$ cat config.mk
export PLATFORM = sky130hd
export DESIGN_NAME = load_store_unit
export DESIGN_NICKNAME = d
export VERILOG_FILES = /design/src/rtl/load_store_unit.sv
export SDC_FILE = /design/constraint.sdc
export NUM_CORES = 1
export LEC_CHECK = 0
export CORE_MARGIN = 2
export CORE_UTILIZATION = 48
export CTS_BUF_LIST = sky130_fd_sc_hd__clkbuf_4
export CTS_CLUSTER_DIAMETER = 50
export DETAILED_ROUTE_END_ITERATION = 16
export GPL_TIMING_DRIVEN = 0
export PLACE_DENSITY = 0.83
export RECOVER_POWER = 100
export SYNTH_ARGS = -nofsm -noshare
export SYNTH_HDL_FRONTEND = slang
export SYNTH_SLANG_ARGS = --single-unit
$ cat constraint.sdc
create_clock -name clk -period 2.74 [get_ports clk]
set_clock_uncertainty 0.1 [all_clocks]
set_input_delay 0.548 -clock clk [delete_from_list [all_inputs] [get_ports clk]]
set_output_delay 0.548 -clock clk [all_outputs]
set_load 0.02 [all_outputs]
$ cat src/rtl/load_store_unit.sv
// rtl/load_store_unit.sv - MEM-stage load/store sequencer for a word-addressed data memory
// Sub-word stores are read-modify-write; loads are lane-extracted and extended.
module load_store_unit #(
  parameter int MEM_WORDS = 8192
) (
  input  logic        clk,
  input  logic        rst_n,
  input  logic        req,
  input  logic        store,
  input  logic [2:0]  op,
  input  logic [31:0] addr,
  input  logic [31:0] wdata,
  output logic        busy,
  output logic        done,
  output logic        fault,
  output logic [31:0] rdata,
  output logic [31:0] mem_address,
  output logic [31:0] mem_writeData,
  output logic        mem_read,
  output logic        mem_write,
  input  logic [31:0] mem_readData
);

  typedef enum logic [1:0] {IDLE, RD, WR} state_t;

  localparam logic [32:0] ADDR_LIMIT = 33'(4 * MEM_WORDS);

  state_t      state;
  logic        store_q;
  logic [2:0]  op_q;
  logic [1:0]  lane_q;
  logic [31:0] wdata_q;

  logic        bad_op;
  logic        misaligned;
  logic        out_of_range;
  logic        reject;
  logic [7:0]  sel_byte;
  logic [15:0] sel_half;
  logic [31:0] load_val;
  logic [31:0] merged;

  // op[1:0] doubles as the access size: 00 byte, 01 halfword, 11 word.
  always_comb begin
    bad_op = 1'b0;
    if (store) bad_op = op[2] | (op[1:0] == 2'b10);
    else       bad_op = (op[1:0] == 2'b10) | (op[2] & op[1]);
    misaligned   = ((op[1:0] == 2'b01) && addr[0]) ||
                   ((op[1:0] == 2'b11) && (addr[1:0] != 2'b00));
    out_of_range = ({1'b0, addr} >= ADDR_LIMIT);
    reject       = bad_op | misaligned | out_of_range;
  end

  // Big-endian lanes: byte offset 0 is the most significant byte.
  always_comb begin
    sel_byte = mem_readData[31:24];
    case (lane_q)
      2'd0: sel_byte = mem_readData[31:24];
      2'd1: sel_byte = mem_readData[23:16];
      2'd2: sel_byte = mem_readData[15:8];
      2'd3: sel_byte = mem_readData[7:0];
      default: sel_byte = mem_readData[31:24];
    endcase
    sel_half = lane_q[1] ? mem_readData[15:0] : mem_readData[31:16];
    case (op_q[1:0])
      2'b00:   load_val = op_q[2] ? {24'd0, sel_byte} : {{24{sel_byte[7]}}, sel_byte};
      2'b01:   load_val = op_q[2] ? {16'd0, sel_half} : {{16{sel_half[15]}}, sel_half};
      default: load_val = mem_readData;
    endcase
  end

  always_comb begin
    merged = mem_readData;
    if (op_q[1:0] == 2'b00) begin
      case (lane_q)
        2'd0: merged[31:24] = wdata_q[7:0];
        2'd1: merged[23:16] = wdata_q[7:0];
        2'd2: merged[15:8]  = wdata_q[7:0];
        2'd3: merged[7:0]   = wdata_q[7:0];
        default: merged = mem_readData;
      endcase
    end else if (lane_q[1]) begin
      merged[15:0] = wdata_q[15:0];
    end else begin
      merged[31:16] = wdata_q[15:0];
    end
  end

  always_ff @(posedge clk or negedge rst_n) begin
    if (!rst_n) begin
      state         <= IDLE;
      store_q       <= 1'b0;
      op_q          <= 3'd0;
      lane_q        <= 2'd0;
      wdata_q       <= 32'd0;
      busy          <= 1'b0;
      done          <= 1'b0;
      fault         <= 1'b0;
      rdata         <= 32'd0;
      mem_address   <= 32'd0;
      mem_writeData <= 32'd0;
      mem_read      <= 1'b0;
      mem_write     <= 1'b0;
    end else begin
      done  <= 1'b0;
      fault <= 1'b0;
      case (state)
        IDLE: begin
          if (req) begin
            if (reject) begin
              done  <= 1'b1;
              fault <= 1'b1;
            end else begin
              store_q     <= store;
              op_q        <= op;
              lane_q      <= addr[1:0];
              wdata_q     <= wdata;
              mem_address <= {addr[31:2], 2'b00};
              busy        <= 1'b1;
              if (store && (op[1:0] == 2'b11)) begin
                state         <= WR;
                mem_write     <= 1'b1;
                mem_writeData <= wdata;
              end else begin
                state    <= RD;
                mem_read <= 1'b1;
              end
            end
          end
        end
        RD: begin
          mem_read <= 1'b0;
          if (store_q) begin
            state         <= WR;
            mem_write     <= 1'b1;
            mem_writeData <= merged;
          end else begin
            state       <= IDLE;
            busy        <= 1'b0;
            done        <= 1'b1;
            rdata       <= load_val;
            mem_address <= 32'd0;
          end
        end
        WR: begin
          state         <= IDLE;
          mem_write     <= 1'b0;
          mem_writeData <= 32'd0;
          mem_address   <= 32'd0;
          busy          <= 1'b0;
          done          <= 1'b1;
        end
        default: state <= IDLE;
      endcase
    end
  end

endmodule

==> summary by stage <==
Detailed routing
The pre-antenna-repair detailed-routing pass consisted of 5 iterations. After detailed routing, the total wire length is 19530 µm. The detailed-route vias per instance is 5.714. The first routing iteration left 511 violations.

The routed layout has 5628 vias. The number of nets with antenna violations after routing is 0. In the routed design, unresolved DRC markers number 0.

The detailed-route wire length per cell is 19.83 µm.

Worst setup path
The worst setup path is launched from a primary input. The cell family contributing the most delay on the critical path is simple AND/OR/NAND/NOR gates. For this run, the slowest stage of the critical path takes 0.58 ns.

The slowest cell on the critical path is nor4_1. The required time of the critical path is 3.06 ns. Walking the worst path, the cells encountered are clkdlybuf4s50_1 -> nor4_1 -> nand2_1 -> o31ai_4 -> nand3_2 -> buf_2 -> mux2_1. The arrival time of data at the critical path endpoint is 2.95 ns. By startpoint and endpoint, the worst setup path is classified as primary input to flop. The category of the worst setup path capture point is a flop. The critical-path maximum fanout is 10. The number of buffers and inverters on the critical path is 2.

Power and ir drop
The share of total power in sequential cells is 38.3%. The fraction of power consumed by the clock network is 18.0%. For this design the static power due to leakage is 0.003960 µW. Combinational logic burns 43.6% of the power. The power density over cell area is 748.6 nW/µm². The total power is 6513 µW. The switching fraction of total power is 36.15%.

The maximum vdd ir drop is 0.5078 mV. The internal portion of the total power is 4158 µW. The reported net switching power is 2354 µW.

Die
The die is 118.8 µm wide. The initial utilization of the core area, before any placement, comes to 49.70%. The floorplan step set the die height to 118.8 µm. After floorplanning, the core was divided into 41 placement rows. In this run the standard cell core region covers 12720 µm².

The die outline area is 14110 µm². The number of top-level pins is 204.

Global routing
The number of global-route vias before repair is 5750. The leftover overflow at the end of global routing is 0. The first global-routing pass estimated 31130 µm of wire. Global routing used 28.24% of the available tracks. The largest net degree at the start of global routing is 67.

The initial antenna violation count was 0.

Layout
Of the cells placed in the final design, the portion with a size suffix greater than 1 is 9.594%. The net total in the final layout is 911. The signed area change from the synthesized netlist to the final layout is 37.60%. The finished layout holds 985 standard cells, fillers aside. The antenna cell count is 0.

STA
The number of failing hold endpoints at the final stage is 0. The remaining max-slew budget at the tightest pin is 5.727%. The number of max-slew violations in the final report is 0. The count of endpoints failing setup in the final report is 0. For the pin with the worst max-slew slack, the measured transition is 1.414 ns. In the final timing run, aggregate negative setup slack is 0 ns.

The post-route worst hold slack is 0.3905 ns. Counting I/O delays and the setup requirement, the final critical path takes 2.632 ns. The share of the clock period used by the worst path after layout is 96.06%. Across all setup checks in the final design, the least slack found is 0.1080 ns. The maximum clock rate is 379.9 MHz. Setup repair after global routing could not meet its margin everywhere.

Clocking
The total CTS buffers is 17. The H-tree was split into 4 levels. The clock tree from TritonCTS is yes. CTS saw 123 sinks. After clock tree synthesis, the clock-pin slew on the worst setup and hold paths is 0.10 ns.

The clock root buffer master is clkbuf_4. The number of buffers on the longest clock path is 2. The clock latency at the later pin of the worst-skew pair is 0.53 ns.

Yosys
After synthesis the netlist holds a flip-flop and latch count of 123. The average size of a mapped cell is 10.88 µm². Yosys mapped the design onto 54 distinct sky130hd cell types. The post-synthesis cell area is 6322 µm². The cell count after synthesis came out at 581. Counting flops with a built-in enable in the synthesized netlist gives 0. The fraction of the yosys area taken by sequential cells is 48.68%. For this run, asynchronously set or reset flops after synthesis account for 100.0%.

The share of Yosys cell area claimed by the top area cell type is 48.68%. After synthesis, the cell types taking the most area are dfrtp_1, mux2_4, o22ai_1. The most frequently used flop master after synthesis is dfrtp_1. dfrtp_1 takes more of the synthesized area than any other cell. The Yosys warning count is 0.

Place
The number of port buffers is 201. At the end of routability-driven placement, the weighted congestion stood at 0.9378. The number of cells after detailed placement is 956.

The wire-length estimate of the detail-placed layout is 15080 µm. The worst slack at placement is -0.1973 ns.

Hold path
The path class of the tightest hold or removal check is flop to flop.

Run
Across the run, the number of max-cap violations was 0.

Status
The run finished with clean final reports.
[worst reg2reg max path, cell delays in order (launching register included)]
cell	delay, ns
dfrtp_1	0.42
inv_1	0.09
ha_1	0.36
clkbuf_1	0.28
nand2_1	0.25
clkbuf_1	0.48
o22ai_1	0.21
mux2_4	0.30
[Yosys cell counts (4+ instances only)]
cell / n
o22ai_1: 55
mux2_4: 41
mux2_2: 9
a22oi_1: 7
nand2_1: 45
a21oi_1: 12
nand3_1: 34
mux2_1: 18
nor2_1: 21
clkbuf_1: 27
inv_1: 39
dfrtp_1: 123
ha_1: 4
buf_2: 7
a22o_1: 17
buf_6: 4
nor2b_1: 16
o21ai_0: 23
nor3_1: 8
a31oi_1: 7
mux2i_1: 19
[worst paths after layout]
check                              start               end  slack (ns)  depth (start not counted)
worst max-delay path            addr[29]   mem_address[11]        0.11                          7
min in group asynchronous          rst_n          rdata[3]        0.80                          2
worst max register to register  state[0]  mem_writeData[3]        0.13                          7
worst min register to register  rdata[6]          rdata[6]        0.39                          2
worst min-delay path            rdata[6]          rdata[6]        0.39                          2
max in group asynchronous          rst_n           op_q[1]        0.50                          3
[cell families after synthesis]
logic type,share of synthesized area (%)
flops,48.68
mux,17.91
buf+inv,5.779
simple gates,11.70
other cells,0.05931
compound gates,15.08
fa+ha+maj,0.7916
[layout make-up]
| type | count | area (µm²) |
|---|---|---|
| multi-input combinational | 375 | 2783 |
| sequential | 123 | 3078 |
| fill | 1022 | 4023 |
| buffer | 44 | 205.2 |
| clock inverter | 10 | 105.1 |
| inverter | 40 | 150.1 |
| timing repair buffer | 203 | 2028 |
| tap | 172 | 215.2 |
| clock buffer | 18 | 135.1 |
[placed cells by master (no fill, tap or decap), types with 2 or more instances in the layout]
master / count
clkinv_2: 5
mux2i_1: 19
nor4_1: 2
o21ai_0: 23
dlygate4sd3_1: 100
a31oi_1: 7
a21oi_1: 12
o21a_1: 2
nand2_1: 45
buf_4: 2
ha_1: 4
conb_1: 2
o211ai_1: 2
a22oi_1: 7
mux2_2: 9
nor2_1: 21
inv_1: 39
nand3_1: 34
o31ai_4: 2
dfrtp_1: 123
clkbuf_1: 28
nor2b_1: 16
nand3b_1: 2
clkbuf_4: 18
buf_6: 4
clkbuf_2: 3
mux2_1: 45
clkinv_1: 2
a22o_1: 17
mux2_4: 14
buf_2: 6
buf_1: 3
o22ai_1: 55
nor3_1: 9
clkdlybuf4s50_1: 101
o21ai_1: 2
nand2b_1: 2
bufinv_16: 2
[through the flow]
| stage | cell area, µm² | util [%] |
|---|---|---|
| floorplan | 6326 | - |
| global placement | 8553 | 67.23 |
| detailed placement | 8582 | 67.46 |
| CTS | 8832 | 69.42 |
| global route | 8700 | 68.38 |
| finish | 8700 | 68.38 |
[repair_timing]
item                       4_1_cts  5_1_grt
setup endpoints to repair        0       10
hold buffers                     1        0
hold endpoints to repair        57        0
gates resized for setup          0        1
buffers inserted                 0        0
[state kept, by name, summed over array words and instances (netlist names)]
register	flops
mem_address	30
rdata	32
store_q	1
mem_read	1
busy	1
state	2
done	1
wdata_q	16
lane_q	2
mem_writeData	32
op_q	3
fault	1
mem_write	1
[power groups by stage]
stage	Combinational (µW)	Clock, µW	Sequential, µW
after floorplan	1390	0	3020
after global placement	3190	0	2540
after detailed placement	3260	0	2540
after CTS	3270	1190	2520
after global routing	3020	1270	2550
final	2840	1170	2500
[layer usage]
metal  wire (µm)  track usage (%)  up-vias
li1            -                -     2537
met1        7925            35.86     2727
met2        9457            46.62      326
met3        1637            7.722       38
met4         509            9.449        0
met5           0                0        -
(Power assumes the default switching activity.)
